==> src/rtl/instr_fetch_unit_pkg.sv <==
// Shared pipeline definitions for the fetch stage and the IF/ID register.
package instr_fetch_unit_pkg;

  localparam logic [31:0] NOP_INSTR        = 32'h0000_0000;
  localparam logic [31:0] PC_INCR          = 32'd4;
  localparam logic [31:0] DEFAULT_RESET_PC = 32'h0000_0000;

  typedef struct packed {
    logic [31:0] instr;
    logic [31:0] pc4;
    logic        valid;
  } if_id_t;

  localparam if_id_t IF_ID_BUBBLE = '{instr: NOP_INSTR, pc4: 32'h0, valid: 1'b0};

  function automatic logic [31:0] align_word(input logic [31:0] addr);
    return addr & 32'hFFFF_FFFC;
  endfunction

endpackage

==> src/rtl/instr_fetch_unit_if.sv <==
// Fetch-stage bundle: redirect/hazard controls, instruction memory link and IF/ID outputs.
// fetch_fault exists only when PC_BOUND_CHECK_EN is defined.
interface instr_fetch_unit_if;

  logic        stall;
  logic        flush;
  logic        branch_taken;
  logic [31:0] branch_target;
  logic        jump;
  logic [31:0] jump_target;
  logic [31:0] instr_in;
  logic [31:0] pc_out;
  logic [31:0] if_id_instr;
  logic [31:0] if_id_pc4;
  logic        if_id_valid;
`ifdef PC_BOUND_CHECK_EN
  logic        fetch_fault;
`endif

  modport master (
    input  stall, flush, branch_taken, branch_target, jump, jump_target, instr_in,
`ifdef PC_BOUND_CHECK_EN
    output fetch_fault,
`endif
    output pc_out, if_id_instr, if_id_pc4, if_id_valid
  );

  modport slave (
    output stall, flush, branch_taken, branch_target, jump, jump_target, instr_in,
`ifdef PC_BOUND_CHECK_EN
    input  fetch_fault,
`endif
    input  pc_out, if_id_instr, if_id_pc4, if_id_valid
  );

endinterface

==> src/rtl/instr_fetch_unit_if_id_reg.sv <==
// Pipeline register with bubble > hold > load priority; shared pattern for later stage registers.
module instr_fetch_unit_if_id_reg
  import instr_fetch_unit_pkg::*;
(
  input  logic   clk,
  input  logic   rst_n,
  input  logic   i_flush,
  input  logic   i_stall,
  input  if_id_t i_load,
  output if_id_t o_q
);

  if_id_t r_q;
  if_id_t w_d;

  always_comb begin
    w_d = r_q;
    if (i_flush) begin
      w_d = IF_ID_BUBBLE;
    end else if (!i_stall) begin
      w_d = i_load;
    end
  end

  always_ff @(posedge clk or negedge rst_n) begin
    if (!rst_n) begin
      r_q <= IF_ID_BUBBLE;
    end else begin
      r_q <= w_d;
    end
  end

  assign o_q = r_q;

endmodule

==> src/rtl/instr_fetch_unit.sv <==
// Instruction fetch stage: PC register, next-PC selection and IF/ID capture.
// Optional out-of-range fetch detection is enabled by defining PC_BOUND_CHECK_EN.
module instr_fetch_unit
  import instr_fetch_unit_pkg::*;
#(
  parameter logic [31:0] RESET_PC  = DEFAULT_RESET_PC,
  parameter int unsigned MEM_WORDS = 64
) (
  input logic                clk,
  input logic                rst_n,
  instr_fetch_unit_if.master fetch_bus
);

  if (RESET_PC[1:0] != 2'b00 || MEM_WORDS == 0) begin : g_param_check
    $error("instr_fetch_unit: RESET_PC must be word aligned and MEM_WORDS nonzero");
  end

  logic [31:0] r_pc;
  logic [31:0] w_next_pc;
  logic [31:0] w_pc4;
  logic        w_redirect;
  logic        w_bubble;
  if_id_t      w_load;
  if_id_t      w_if_id;

  assign w_pc4      = r_pc + PC_INCR;
  assign w_redirect = fetch_bus.jump | fetch_bus.branch_taken;

  // Redirects take precedence over stall so a resolved branch is never lost.
  always_comb begin
    w_next_pc = w_pc4;
    if (fetch_bus.jump) begin
      w_next_pc = align_word(fetch_bus.jump_target);
    end else if (fetch_bus.branch_taken) begin
      w_next_pc = align_word(fetch_bus.branch_target);
    end else if (fetch_bus.stall) begin
      w_next_pc = r_pc;
    end
  end

  always_ff @(posedge clk or negedge rst_n) begin
    if (!rst_n) begin
      r_pc <= RESET_PC;
    end else begin
      r_pc <= w_next_pc;
    end
  end

`ifdef PC_BOUND_CHECK_EN
  logic w_oob;
  logic r_fault;

  assign w_oob = ({2'b00, w_next_pc[31:2]} >= MEM_WORDS);

  always_ff @(posedge clk or negedge rst_n) begin
    if (!rst_n) begin
      r_fault <= 1'b0;
    end else begin
      r_fault <= r_fault | w_oob;
    end
  end

  assign fetch_bus.fetch_fault = r_fault;
  assign w_bubble              = fetch_bus.flush | w_redirect | w_oob;
`else
  assign w_bubble = fetch_bus.flush | w_redirect;
`endif

  assign w_load = '{instr: fetch_bus.instr_in, pc4: w_pc4, valid: 1'b1};

  instr_fetch_unit_if_id_reg u_if_id_reg (
    .clk     (clk),
    .rst_n   (rst_n),
    .i_flush (w_bubble),
    .i_stall (fetch_bus.stall),
    .i_load  (w_load),
    .o_q     (w_if_id)
  );

  assign fetch_bus.pc_out      = r_pc;
  assign fetch_bus.if_id_instr = w_if_id.instr;
  assign fetch_bus.if_id_pc4   = w_if_id.pc4;
  assign fetch_bus.if_id_valid = w_if_id.valid;

endmodule

==> src/flat_wrapper.sv <==
// flat-port wrapper written by rule: the top's interface ports become plain ports
module instr_fetch_unit_flat import instr_fetch_unit_pkg::*;
#(
  parameter logic [31:0] RESET_PC  = DEFAULT_RESET_PC,
  parameter int unsigned MEM_WORDS = 64
)
  (clk, rst_n, fetch_bus_stall, fetch_bus_flush, fetch_bus_branch_taken, fetch_bus_branch_target, fetch_bus_jump, fetch_bus_jump_target, fetch_bus_instr_in, fetch_bus_pc_out, fetch_bus_if_id_instr, fetch_bus_if_id_pc4, fetch_bus_if_id_valid);
  instr_fetch_unit_if fetch_bus_i ();
  input logic clk;
  input logic rst_n;
  input wire logic [$bits(fetch_bus_i.stall)-1:0] fetch_bus_stall;
  input wire logic [$bits(fetch_bus_i.flush)-1:0] fetch_bus_flush;
  input wire logic [$bits(fetch_bus_i.branch_taken)-1:0] fetch_bus_branch_taken;
  input wire logic [$bits(fetch_bus_i.branch_target)-1:0] fetch_bus_branch_target;
  input wire logic [$bits(fetch_bus_i.jump)-1:0] fetch_bus_jump;
  input wire logic [$bits(fetch_bus_i.jump_target)-1:0] fetch_bus_jump_target;
  input wire logic [$bits(fetch_bus_i.instr_in)-1:0] fetch_bus_instr_in;
  output wire logic [$bits(fetch_bus_i.pc_out)-1:0] fetch_bus_pc_out;
  output wire logic [$bits(fetch_bus_i.if_id_instr)-1:0] fetch_bus_if_id_instr;
  output wire logic [$bits(fetch_bus_i.if_id_pc4)-1:0] fetch_bus_if_id_pc4;
  output wire logic [$bits(fetch_bus_i.if_id_valid)-1:0] fetch_bus_if_id_valid;
  assign fetch_bus_i.stall = fetch_bus_stall;
  assign fetch_bus_i.flush = fetch_bus_flush;
  assign fetch_bus_i.branch_taken = fetch_bus_branch_taken;
  assign fetch_bus_i.branch_target = fetch_bus_branch_target;
  assign fetch_bus_i.jump = fetch_bus_jump;
  assign fetch_bus_i.jump_target = fetch_bus_jump_target;
  assign fetch_bus_i.instr_in = fetch_bus_instr_in;
  assign fetch_bus_pc_out = fetch_bus_i.pc_out;
  assign fetch_bus_if_id_instr = fetch_bus_i.if_id_instr;
  assign fetch_bus_if_id_pc4 = fetch_bus_i.if_id_pc4;
  assign fetch_bus_if_id_valid = fetch_bus_i.if_id_valid;
  instr_fetch_unit #(.RESET_PC(RESET_PC), .MEM_WORDS(MEM_WORDS)) u_core (.clk(clk), .rst_n(rst_n), .fetch_bus(fetch_bus_i));
endmodule
==> config.mk <==
export PLATFORM = sky130hd
export DESIGN_NAME = instr_fetch_unit_flat
export DESIGN_NICKNAME = d
export VERILOG_FILES = /design/src/rtl/instr_fetch_unit_pkg.sv /design/src/rtl/instr_fetch_unit_if.sv /design/src/rtl/instr_fetch_unit_if_id_reg.sv /design/src/rtl/instr_fetch_unit.sv /design/src/flat_wrapper.sv
export SDC_FILE = /design/constraint.sdc
export NUM_CORES = 1
export LEC_CHECK = 0
export ABC_AREA = 1
export BUFFER_PORTS_ARGS = -buffer_cell sky130_fd_sc_hd__clkbuf_2
export CAP_MARGIN = 25
export CELL_PAD_IN_SITES_DETAIL_PLACEMENT = 0
export CELL_PAD_IN_SITES_GLOBAL_PLACEMENT = 1
export CORE_MARGIN = 1.5
export CORE_UTILIZATION = 37
export CTS_CLUSTER_SIZE = 8
export DETAILED_ROUTE_END_ITERATION = 7
export GPL_TIMING_DRIVEN = 1
export PLACE_DENSITY = 0.83
export REMOVE_ABC_BUFFERS = 1
export SLEW_MARGIN = 10
export SYNTH_ARGS = -nofsm -noshare
export SYNTH_HDL_FRONTEND = slang
export SYNTH_SLANG_ARGS = --single-unit
==> constraint.sdc <==
create_clock -name clk -period 4.5 [get_ports clk]
set_input_delay 0.675 -clock clk [delete_from_list [all_inputs] [get_ports clk]]
set_output_delay 0.675 -clock clk [all_outputs]
set_load 0.005 [all_outputs]
Word-level counts from Yosys, hierarchy flattened
Cells that the tools add are included.
{"block": "word_totals", "regBits": 97, "input_bits": 102, "out_inout_bits": 97}
{"block": "op_classes", "addsub": 1, "n_eq_ne": 2, "muxes": 5, "n_bitwise": 2}
{"cell": "$mux 65", "n": 2}
{"cell": "$mux 32", "n": 3}
{"cell": "$add 32x3->32 const B", "n": 1}
{"cell": "$ne 3x1->1 const B", "n": 1}
{"cell": "$ne 2x1->1 const B", "n": 1}
{"cell": "$or 1x1->1", "n": 2}

Logic depth before layout (Yosys ltp)
{"block": "logic_depth", "word_depth": 4, "depth_mapped": 10, "ltp_nobuf": 10}

By module
Synthesis repeated with hierarchy kept, for this count alone.
{"block": "unflattened", "hier_cells": 727, "hier_area_um2": 5216.3}
{"mod": "instr_fetch_unit", "instances": 1, "cells_per_inst": 444, "area_per_inst_um2": 2651.3}
{"mod": "instr_fetch_unit_if_id_reg", "instances": 1, "cells_per_inst": 283, "area_per_inst_um2": 2565.0}

Worst setup path before layout
No wires, ideal clock.
{"block": "synth_timing", "kind": "input -> register", "startpoint": "input fetch_bus_jump", "endpoint": "register u_core.r_pc[7] (netlist: u_core.fetch_bus.pc_out[7])", "arrival_ps": 1570, "required_ps": 4381, "setup_slack_ps": 2812, "cell_stages": 7, "path_buffers": 2, "path_cell_list": "buf_2 > nor2_1 > inv_2 > nor2_4 > inv_2 > buf_2 > o21a_1"}
{"block": "synth_via", "elab_chain_len": 1, "elab_cells_between_ends": 2}
{"item": "from (decl)", "line": "flat_wrapper.sv:15", "rtl": "input wire logic [$bits(fetch_bus_i.jump)-1:0] fetch_bus_jump;"}
{"item": "$ne 3x1->1 (no line) or $mux 32 (tied branches)"}
{"item": "to (signal assigned)", "line": "instr_fetch_unit.sv:45", "rtl": "r_pc <= w_next_pc;"}
{"item": "to (decl)", "line": "instr_fetch_unit.sv:18", "rtl": "logic [31:0] r_pc;"}
Several ways; a longest one is shown, not always the timed one.
A chain may end at the register's enable or synchronous reset.

Worst setup path in the final report
{"block": "layout_timing", "startpoint": "input fetch_bus_stall", "endpoint": "register u_core.r_pc[2] (netlist: u_core.fetch_bus.pc_out[2])"}
{"block": "layout_via", "elab_chain_len": 1}
{"item": "from (decl)", "line": "flat_wrapper.sv:11", "rtl": "input wire logic [$bits(fetch_bus_i.stall)-1:0] fetch_bus_stall;"}
{"item": "$ne 3x1->1 (no line)"}
No other way between the ends.

==> impl_metrics.json <==
{
  "ys_warn_count": 0,
  "end_kind": "flip-flop",
  "power_frac_seq_pct": 43.2,
  "routabilityCongestion": 0.784,
  "post-place-ws_ns": 1.86,
  "power_frac_clock_pct": 40.9,
  "cts_root_buf": "clkbuf_16",
  "drv_cap": 0,
  "fill_cells": 1443,
  "start_util_pct": 37.9,
  "seq_area_um2": 2330,
  "cp_slowest_cell": "clkbuf_2",
  "drtIter0Drc": 295,
  "crit_required_ns": 4.71,
  "cts_buffer_depth": 2,
  "synth_area_leaders": "dfrtp_1 (44%), nand2_1 (18%), nand3_1 (9.1%)",
  "ant_nets": 0,
  "routedWlPerCell_um": 14.7,
  "path_cells": "clkbuf_2 -> inv_1 -> nor2_4 -> buf_4 -> inv_2 -> o21ai_0 -> o22ai_1",
  "placed_area_um2": 6270,
  "clk_latency_ns": 0.35,
  "dp_hpwl_um": 10900,
  "htree_levels": 3,
  "synth_area_um2": 5240,
  "hold_buffers": 0,
  "rows": 43,
  "drv_slew": 0,
  "synthFlopType": "dfrtp_1",
  "vias_per_cell": 4.87,
  "synth-edff-count": 0,
  "fin_area_um2": 6620,
  "p_leak_nw": 3.73,
  "yosysSeqAreaShare_pct": 44.4,
  "p_per_area_nw_per_um2": 328,
  "die_h_um": 122,
  "wl_um": 16000,
  "clkTransAtPathRegs_ns": 0.07,
  "die_area_um2": 14900,
  "async_reset_ff_share_pct": 100,
  "start_kind": "input port",
  "rsz0062_at_grt": "no",
  "firstDrtPassIters": 5,
  "grt_max_degree": 68,
  "portBuffers": 190,
  "ir_worst_vdd_v": 0.000176,
  "fin_util_pct": 47.9,
  "top_level_ports": 199,
  "maxSlewHeadroom_pct": 39.2,
  "cts.sinks": 93,
  "synth_cell_type_count": 29,
  "path_class": "in2reg",
  "setup_tns_ns": 0,
  "tightest_slew_ns": 0.912,
  "antenna_found_initial": 0,
  "avgSynthCellArea_um2": 7.15,
  "layout_min_cycle_time_ns": 2.26,
  "syn_to_final_growth_pct": 26.5,
  "fp.dieW_um": 122,
  "insertedDiodeCount": 0,
  "ctsResizeCount": 0,
  "synth_top_cell_by_area": "dfrtp_1",
  "ys_ff_latch": 93,
  "nets": 1005,
  "grt_pass1_vias": 4846,
  "outcome": "finished, final reports clean",
  "grt_pass1_wl_um": 24900,
  "worst_slack_ns": 2.24,
  "drive_gt1_share_pct": 26.4,
  "coreArea_um2": 13800,
  "p_sw_mw": 0.605,
  "slowest_delay_ns": 0.42,
  "post-cts-setup-buffers": 0,
  "p_int_mw": 1.57,
  "p_comb_share_pct": 15.9,
  "crit_arrival_ns": 2.47,
  "synth_cells": 732,
  "fmax_ghz": 0.443,
  "fin_skew_ns": 0.00571,
  "hold_path_class": "in2async",
  "drcViolationCount": 0,
  "sw_frac_of_total_pct": 27.8,
  "cts_buffers": 9,
  "route.vias.total": 5294,
  "synth_top_cell_area_share_pct": 44.4,
  "final_hold_viol_count": 0,
  "crit_path_max_fanout": 37,
  "cts_tree": "yes",
  "setup_violations": 0,
  "post-route-period-util_pct": 50.1,
  "synth_common_cells": "nand2_1 (250), nor2_1 (102), nand3_1 (95)",
  "multi_input_area_um2": 2570,
  "overflow": 0,
  "synthMostInstantiatedCell": "nand2_1",
  "grtUsageTotal_pct": 21.7
}
power groups by stage:
stage	Combinational (mW)	Clock [mW]	Sequential (mW)
6_report	0.345	0.889	0.940
2_1_floorplan	0.174	0	0.941
4_1_cts	0.351	0.912	0.940
5_1_grt	0.392	0.951	0.947
3_3_place_gp	0.349	0	0.955
3_5_place_dp	0.349	0	0.956
cell families (layout without fill, tap and decap cells):
logic type / after synthesis / count (layout) / share of synthesized area (%)
xor+xnor: 7 / 7 / 1.17
fa+ha+maj: 1 / 1 / 0.239
simple gates: 470 / 470 / 38.8
flops: 93 / 93 / 44.4
other cells: 1 / 4 / 0.0716
compound gates: 79 / 79 / 8.51
buf+inv: 81 / 253 / 6.74
cells in the final DEF, fill, tap and decap left out:
master      count
inv_2           3
o21ai_0        22
bufinv_16       3
o21a_1          2
a21oi_2         3
a22oi_1         6
ha_1            1
inv_1          38
nor2_8          3
nor2_1        102
nand2_4         2
nand2_2         2
clkbuf_2      189
dfrtp_1        93
clkinvlp_4      2
nand3_1        95
a22oi_2         2
buf_4           7
o22ai_1         3
clkbuf_16       9
nor2_4          7
and2_1          2
nand2_1       250
clkbuf_8        1
a21oi_1        41
nand3_2         1
xnor2_1         1
xor2_1          6
clkinv_2        1
conb_1          4
nand3b_1        2
nor2_2          4
final cells by class:
| class | count | share of cell area, % |
|---|---|---|
| multi-input combinational | 561 | 38.8 |
| tap | 180 | 3.40 |
| clock buffer | 10 | 3.61 |
| sequential | 93 | 35.1 |
| inverter | 41 | 2.32 |
| clock inverter | 6 | 1.66 |
| timing repair buffer | 196 | 15.1 |
worst paths after layout:
check,start,end,slack [ns],cells past startpoint
setup / recovery,fetch_bus_stall,u_core.fetch_bus.pc_out[2]$_DFFE_PN0P_,2.24,7
hold / removal,rst_n,u_core.u_if_id_reg.o_q[14]$_DFFE_PN0P_,0.42,1
setup reg to reg,u_core.fetch_bus.pc_out[3]$_DFFE_PN0P_,u_core.fetch_bus.pc_out[18]$_DFFE_PN0P_,2.79,8
hold reg to reg,u_core.u_if_id_reg.o_q[46]$_DFFE_PN0P_,u_core.u_if_id_reg.o_q[46]$_DFFE_PN0P_,0.51,2
max in group asynchronous,rst_n,u_core.u_if_id_reg.o_q[56]$_DFFE_PN0P_,3.15,2
min in group clk,u_core.u_if_id_reg.o_q[46]$_DFFE_PN0P_,u_core.u_if_id_reg.o_q[46]$_DFFE_PN0P_,0.51,2
critical path: cells and delay by family:
kind                   cells  cell delay [ns]
AOI/OAI and AO/OA          2             0.27
buffers and inverters      4             1.35
and+or+nand+nor            1             0.13
sequential cells by signal, indices dropped and copies added, names as in the netlist:
signal / cells
u_core.u_if_id_reg.o_q: 63
u_core.fetch_bus.pc_out: 30
through the flow:
stage	std cells	hold slack, ns	power, mW
after floorplan	695	0.379	1.12
after global placement	1071	0.494	1.30
after detailed placement	1071	0.493	1.30
after CTS	1087	0.463	2.20
after global routing	1087	0.490	2.29
final	1087	0.419	2.17
per-layer routing:
metal | vias up | GRT usage, % | part of all wire (%)
met5 | - | 0 | 0
met4 | 0 | 7.21 | 0.95
met3 | 10 | 3.46 | 4.9
met2 | 141 | 35.8 | 48
met1 | 2460 | 29.1 | 46
li1 | 2683 | - | -
Power figures use the tool's default switching activity.
